### config.mk
export PLATFORM = sky130hd
export DESIGN_NAME = opcode_fetch_unit
export DESIGN_NICKNAME = d
export VERILOG_FILES = /design/src/rtl/opcode_fetch_unit.sv
export SDC_FILE = /design/constraint.sdc
export NUM_CORES = 1
export LEC_CHECK = 0
export CAP_MARGIN = 0
export CORE_ASPECT_RATIO = 0.7
export CORE_MARGIN = 4
export CORE_UTILIZATION = 48
export CTS_CLUSTER_SIZE = 28
export DETAILED_ROUTE_END_ITERATION = 12
export HOLD_SLACK_MARGIN = 0.08
export PLACE_DENSITY = 0.82
export SETUP_SLACK_MARGIN = 0.02
export SLEW_MARGIN = 15
export SYNTH_ARGS = -nofsm -noshare
export SYNTH_HDL_FRONTEND = slang
export SYNTH_SLANG_ARGS = --single-unit
### constraint.sdc
create_clock -name fclk -period 4.34 [get_ports fclk]
set_clock_uncertainty 0.2 [all_clocks]
set_input_delay 0.651 -clock fclk [delete_from_list [all_inputs] [get_ports fclk]]
set_output_delay 0.651 -clock fclk [all_outputs]
set_load 0.1 [all_outputs]
### src/rtl/opcode_fetch_unit.sv
// Instruction assembler between the data bus buffer and the decoder: collects the
// opcode plus 0-2 operand bytes and hands the instruction over through valid/ready.
module opcode_fetch_unit #(
  parameter logic [7:0] INT_OPCODE = 8'h00,
  parameter logic [1:0] FORCE_LEN  = 2'd1
) (
  input  logic       fclk,
  input  logic       resb,
  input  logic       rdy,
  input  logic [7:0] db_in,
  input  logic       data_strobe,
  input  logic       flush,
  input  logic       int_req,
  input  logic       out_ready,
  output logic       sync,
  output logic       buf_load,
  output logic       pc_inc,
  output logic       out_valid,
  output logic [7:0] out_opcode,
  output logic [7:0] out_op_lo,
  output logic [7:0] out_op_hi,
  output logic [1:0] out_len,
  output logic       out_int
);

  typedef enum logic [1:0] {S_OPCODE, S_OPER1, S_OPER2, S_HOLD} state_t;

  state_t      state_q, state_d;
  logic [7:0]  opcode_q, opcode_d;
  logic [7:0]  op_lo_q, op_lo_d;
  logic [7:0]  op_hi_q, op_hi_d;
  logic [1:0]  len_q, len_d;
  logic        valid_q, valid_d;
  logic        int_q, int_d;
  logic        fetch_st;
  logic        take_int;
  logic        take_byte;

  // 65C02 instruction length from the opcode byte
  function automatic logic [1:0] op_len(input logic [7:0] op);
    logic [1:0] len;
    case (op[3:0])
      4'h0: begin
        if (op == 8'h20)                      len = 2'd3;
        else if (op == 8'h40 || op == 8'h60)  len = 2'd1;
        else                                  len = 2'd2;
      end
      4'h3, 4'h8, 4'hA, 4'hB:                 len = 2'd1;
      4'h9:                                   len = op[4] ? 2'd3 : 2'd2;
      4'hC, 4'hD, 4'hE, 4'hF:                 len = 2'd3;
      default:                                len = 2'd2;
    endcase
    return len;
  endfunction

  assign fetch_st  = (state_q != S_HOLD);
  assign take_int  = (state_q == S_OPCODE) && rdy && int_req && !flush;
  assign take_byte = fetch_st && rdy && data_strobe && !flush && !take_int;

  always_ff @(posedge fclk or negedge resb) begin
    if (!resb) begin
      state_q  <= S_OPCODE;
      opcode_q <= 8'h00;
      op_lo_q  <= 8'h00;
      op_hi_q  <= 8'h00;
      len_q    <= 2'd1;
      valid_q  <= 1'b0;
      int_q    <= 1'b0;
    end else begin
      state_q  <= state_d;
      opcode_q <= opcode_d;
      op_lo_q  <= op_lo_d;
      op_hi_q  <= op_hi_d;
      len_q    <= len_d;
      valid_q  <= valid_d;
      int_q    <= int_d;
    end
  end

  always_comb begin
    state_d  = state_q;
    opcode_d = opcode_q;
    op_lo_d  = op_lo_q;
    op_hi_d  = op_hi_q;
    len_d    = len_q;
    valid_d  = valid_q;
    int_d    = int_q;
    if (flush) begin
      state_d = S_OPCODE;
      valid_d = 1'b0;
      int_d   = 1'b0;
      op_lo_d = 8'h00;
      op_hi_d = 8'h00;
    end else begin
      case (state_q)
        S_OPCODE: begin
          if (take_int) begin
            opcode_d = INT_OPCODE;
            len_d    = FORCE_LEN;
            int_d    = 1'b1;
            op_lo_d  = 8'h00;
            op_hi_d  = 8'h00;
            valid_d  = 1'b1;
            state_d  = S_HOLD;
          end else if (take_byte) begin
            opcode_d = db_in;
            len_d    = op_len(db_in);
            op_lo_d  = 8'h00;
            op_hi_d  = 8'h00;
            if (op_len(db_in) > 2'd1) begin
              state_d = S_OPER1;
            end else begin
              valid_d = 1'b1;
              state_d = S_HOLD;
            end
          end
        end
        S_OPER1: begin
          if (take_byte) begin
            op_lo_d = db_in;
            if (len_q == 2'd3) begin
              state_d = S_OPER2;
            end else begin
              valid_d = 1'b1;
              state_d = S_HOLD;
            end
          end
        end
        S_OPER2: begin
          if (take_byte) begin
            op_hi_d = db_in;
            valid_d = 1'b1;
            state_d = S_HOLD;
          end
        end
        default: begin
          // decoder handshake is independent of RDY
          if (out_ready) begin
            valid_d = 1'b0;
            int_d   = 1'b0;
            state_d = S_OPCODE;
          end
        end
      endcase
    end
  end

  always_comb begin
    sync       = (state_q == S_OPCODE);
    buf_load   = fetch_st && rdy;
    pc_inc     = take_byte && resb;
    out_valid  = valid_q;
    out_opcode = opcode_q;
    out_op_lo  = op_lo_q;
    out_op_hi  = op_hi_q;
    out_len    = len_q;
    out_int    = int_q;
  end

endmodule

==> impl_metrics.csv <==
group,metric,value,unit
outcome,status,"finished, final reports clean",
critical_path,reg2reg_slack,2.20,ns
cells_and_area,fin_nets,214,
yosys,synth-seq-cells,30,
route,wl_per_cell,16.3,um
cells_and_area,drive_gt1_share,9.18,%
timing,finalHoldViolations,0,
power_and_ir_drop,cellLeakagePower,0.928,nW
yosys,syn_area_per_cell,10.5,sq um
clocking,holdBufCountCts,0,
floorplan,die_h,55.4,um
timing,clock.fmax,312,MHz
place,place_hpwl,2840,um
place,io_buffers,45,
critical_path,endpoint_kind,"output pin",
critical_path,slowest_delay,1.21,ns
route,viasPerCell,5.64,
clocking,clk_pin_slew,0.06,ns
grt,grt_pass1_vias,1249,
floorplan,fp.dieArea,0.00419,sq mm
route,routed_wl,3780,um
clocking,post_cts_buffers,0,
hold_path,hp-class,"reg -> reg",
yosys,yosys.area.top_type_share,47.1,%
power_and_ir_drop,vdd_drop_max,0.000419,V
floorplan,initial_core_util,52.7,%
yosys,yosys-top-cells-area,"dfrtp_1 47%, a22o_1 8.5%, mux2i_1 5.8%, inv_1 4.1%, nand2_1 4.1%",
route,first_iter_violations,169,
grt,grt_max_degree,32,
power_and_ir_drop,p_total,1.60,mW
yosys,async_flop_share,100,%
grt,gr-total-overflow,0,
critical_path,critPathTopFamily,"buffers and inverters",
timing,max_slew_margin,34.9,%
route,postRouteAntennaNets,0,
clocking,clk_latency,0.27,ns
critical_path,cp.buffers_inverters,2,
cells_and_area,area_growth,36.2,%
route,drc_errors,0,
clocking,htree_levels,2,
yosys,synth_edf_count,0,
yosys,synth_top_cells_by_count,"29 x dfrtp_1, 17 x inv_1, 17 x nand2_1",
cells_and_area,antennaDiodeCount,0,
critical_path,critical_path_required,3.49,ns
run,drv_cap,0,
critical_path,cp_max_fo,11,
critical_path,path_class,"reg -> out",
grt,grt_pass1_wl,6200,um
timing,tightestPinTransition,0.974,ns
clocking,cts_resized,0,
yosys,yosysTopAreaCell,"dfrtp_1",
floorplan,fp-row-count,16,
yosys,yosysMostFrequentCell,"dfrtp_1",
timing,period_share,73.9,%
clocking,cts.path.max_buffers,2,
route,first_pass_iters,4,
yosys,syn-num-nets,165,
critical_path,slowest_stage,"clkdlybuf4s50_1",
floorplan,die_w,75.7,um
clocking,cts.sinks,30,
critical_path,crit_path_cell_trace,"inv_1, ha_1, clkdlybuf4s50_1",
yosys,synth_area,0.00154,sq mm
clocking,cts_tree,"done",
timing,maxSlewViolCount,0,
yosys,synth_cell_types,39,
yosys,synthCells,146,
clocking,cts-buffers-inserted,5,
grt,antenna_found_initial,0,
place,place_congestion,0.902,
timing,setup_viol,0,
yosys,seq_area_frac_synth,48.8,%
clocking,root_buffer,"clkbuf_8",
power_and_ir_drop,powerDensity,762,mW/mm^2
yosys,ys_warn_count,0,
grt,grt_util_all_layers,19.5,%
route,vias,1309,
critical_path,critPathLaunchType,"flip-flop",
timing,min_period,3.21,ns
floorplan,io_pins,46,
floorplan,core,0.00292,sq mm
timing,rsz0062_at_grt,"no",
yosys,synth_flop_cell,"dfrtp_1",
critical_path,crit_arrival,2.36,ns
timing,finalSetupTns,0,ns
[path summary, 6_finish.rpt]
path                            depth (start not counted)             to     startpoint
worst max-delay path                                    3           sync     state_q[0]
worst min-delay path                                    2  out_opcode[2]  out_opcode[2]
worst max register to register                          7     state_q[0]     state_q[0]
worst min register to register                          2  out_opcode[2]  out_opcode[2]
max in group asynchronous                               2     out_len[0]           resb
min in group asynchronous                               2      out_valid           resb
[metrics by stage]
| stage | setup slack, ns | util, % | instances | area, sq um | hold slack, ns |
|---|---|---|---|---|---|
| CTS | 1.13 | 71.8 | 232 | 2100 | 0.295 |
| floorplan | 1.28 | - | 146 | 1540 | 0.155 |
| global route | 1.05 | 71.8 | 232 | 2100 | 0.316 |
| global placement | 1.29 | 68.7 | 224 | 2010 | 0.263 |
| finish | 1.13 | 71.8 | 232 | 2100 | 0.292 |
| detailed placement | 1.27 | 68.7 | 224 | 2010 | 0.281 |
[cell type report]
class                           count  area, sq um
Inverter                           17         63.8
Tap cell                           36         45.0
Clock inverter                      1         5.00
Sequential cell                    30          752
Timing Repair Buffer               46          453
Multi-Input combinational cell     95          693
Clock buffer                        7         86.3
Fill cell                         208          825
[placed cells by master (no fill, tap or decap), drive strengths merged, types with 2 or more instances in the layout]
master,instances
nand2,17
o21ai,6
nor2b,3
a22o,15
clkbuf,7
a32oi,2
clkdlybuf4s50,43
ha,4
inv,17
and2,3
a21oi,8
mux2i,9
buf,3
o22ai,2
dfrtp,29
nor2,7
[metal layers]
layer | track usage [%] | vias up | share of wire (%)
met5 | 0 | - | 0
met4 | 5.74 | 0 | 1.0
met3 | 6.88 | 4 | 9.4
met2 | 24.2 | 69 | 40
met1 | 31.0 | 623 | 49
li1 | - | 613 | -
[power by group]
group          internal, mW  switching [mW]
Sequential            0.348          0.0447
Clock                 0.128           0.101
Combinational         0.257           0.720
[cells by family (layout without fill, tap and decap cells)]
group / count (synthesis) / count (layout) / share of synthesized area, %
simple gates: 40 / 40 / 14.5
flops: 30 / 30 / 48.8
fa+ha+maj: 4 / 4 / 3.25
compound gates: 42 / 42 / 21.4
buf+inv: 21 / 71 / 6.17
mux: 9 / 9 / 5.85
[worst reg2reg max path, cell delays in order, from the launching register on]
cell,delay (ns)
dfrtp_1,0.38
inv_1,0.09
ha_1,0.27
or2_2,0.33
a31oi_1,0.29
nand2_1,0.08
a21oi_1,0.24
o22ai_1,0.14
[registers in the layout, summed over array words and instances, names as in the netlist]
signal / flops
out_op_hi: 8
out_op_lo: 8
out_opcode: 8
out_len: 2
state_q: 2
out_int: 1
out_valid: 1
Note: power is estimated with default switching activity, not from simulation.
==> patch 1: new RTL, same flow settings <==
Encoding of `state_t`: now Gray code (2 bits for 4 states).
--- a/src/rtl/opcode_fetch_unit.sv
+++ b/src/rtl/opcode_fetch_unit.sv
@@ -24,5 +24,5 @@
 );
 
-  typedef enum logic [1:0] {S_OPCODE, S_OPER1, S_OPER2, S_HOLD} state_t;
+  typedef enum logic [1:0] {S_OPCODE = 2'b00, S_OPER1 = 2'b01, S_OPER2 = 2'b11, S_HOLD = 2'b10} state_t;
 
   state_t      state_q, state_d;
Function: no difference found for any inputs over 10 cycles, from zero or initial values; not proved beyond that.
==> patch 1 against the original RTL <==
Cell area is 2.2% lower. Sequential share of layout area is 0.81 points higher. Routed wire length is 4.2% higher. Sequential cell count stayed put. Setup slack worse by 22 ps. Total power is 2.6% lower. Synthesized area is 2.8% lower. Fmax is 0.67% lower. Via count is 1.1% higher.
==> patch 1: results (changes against the original RTL) <==
layout-drive-gt1-share: 0.0794  # -0.0125
min-delay-start: "out_op_lo[5]$_DFFE_PN0P_"
grt_pass1_vias: 1310  # +4.9%
numCtsBuffers: 5  # unchanged
reg2reg_to: "out_op_hi[4]$_DFFE_PN0P_"
syn_nets: 159  # -3.6%
highest_layer: "met4"
cp_data_arrival_time_ps: 2380  # +20 ps
critPathCapture: "sync"
dr_total_vias: 1324  # +1.1%
synthMuxAreaShare: 0.0167  # -0.0418
clockBufferDepth: 2  # unchanged
crit_path_start_kind: "register"
period_minus_slack_ps: 3230  # +21.6 ps
cts_setup_buffers: 0  # unchanged
antenna_found_initial: 0  # unchanged
internal-power_uw: 699  # -4.7%
gp_congestion: 0.882  # -2.3%
drt_iter0_drc: 80  # -53%
worstHoldEndpoint: "out_op_lo[5]$_DFFE_PN0P_"
yosysWarnings: 0  # unchanged
synthArstFlopShare: 1.00  # unchanged
numPortBuffers: 45  # unchanged
ys_types: 40  # +2.6%
min_path_cells: 1  # -1
synth-compound-area-share: 0.255  # +0.0403
synthAdderAreaFrac: 0.0334  # +0.000923
leakage_nw: 0.886  # -4.5%
ir_drop_mv: 0.498  # +19%
r2r_setup_slack_ps: 1720  # -480 ps
met1Wirelength_um: 1900  # +2.2%
synth_top_family_by_area: "compound AO/OA/AOI/OAI gates"
place_area_um2: 1970  # -1.7%
final_nets: 207  # -3.3%
power_frac_comb: 0.609  # -0.002
status: "completed"
max_slew.worst_pin.slew_ps: 991  # +17.2 ps
grt_use_total: 0.221  # +0.0254
hpwl_um: 2920  # +2.8%
grt_first_pass_wirelength_um: 6480  # +4.6%
hold_class: "register to register"
wl_met2_um: 1720  # +12%
max_stage_delay_ps: 1200
critPathMaxFanout: 9  # -2
dr.pass1.iters: 4  # unchanged
ys_seq_area_frac: 0.502  # +0.0139
powerClk_uw: 210  # -8%
ff2ff_path_depth: 7  # unchanged
yosys-top-cells-count: "dfrtp_1 (29), a22o_1 (16), nand2_1 (16), o21ai_0 (10), o31ai_1 (8)"
wl_met3_um: 259  # -27%
synthTopCellsByArea: "dfrtp_1 (48%), a22o_1 (9.4%), nand2_1 (4.0%)"
wl_um: 3940  # +4.2%
antenna_cells: 0  # unchanged
cts.reportedPaths.clkPinSlew_ps: 60  # about the same
hold_ws_ps: 296  # +3.50 ps
-- patch 1: layout make-up --
class | instances | area (µm²)
inverter | 6 | 22.5
timing repair buffer | 47 | 460
tap | 36 | 45.0
clock buffer | 8 | 80.1
fill | 227 | 831
multi-input combinational | 98 | 692
sequential | 30 | 752
-- patch 1: per-layer routing --
| metal | track usage | up-vias |
|---|---|---|
| met5 | 0 | - |
| met4 | 0.0858 | 0 |
| met3 | 0.0679 | 10 |
| met2 | 0.335 | 51 |
| met1 | 0.296 | 647 |
| li1 | - | 616 |
-- patch 1: per-stage QoR --
stage	power [mW]	util	std cells
CTS	1.56	0.712	225
finish	1.56	0.712	225
global placement	1.33	0.684	217
detailed placement	1.35	0.684	217
global route	1.63	0.712	225
floorplan	1.12	-	140
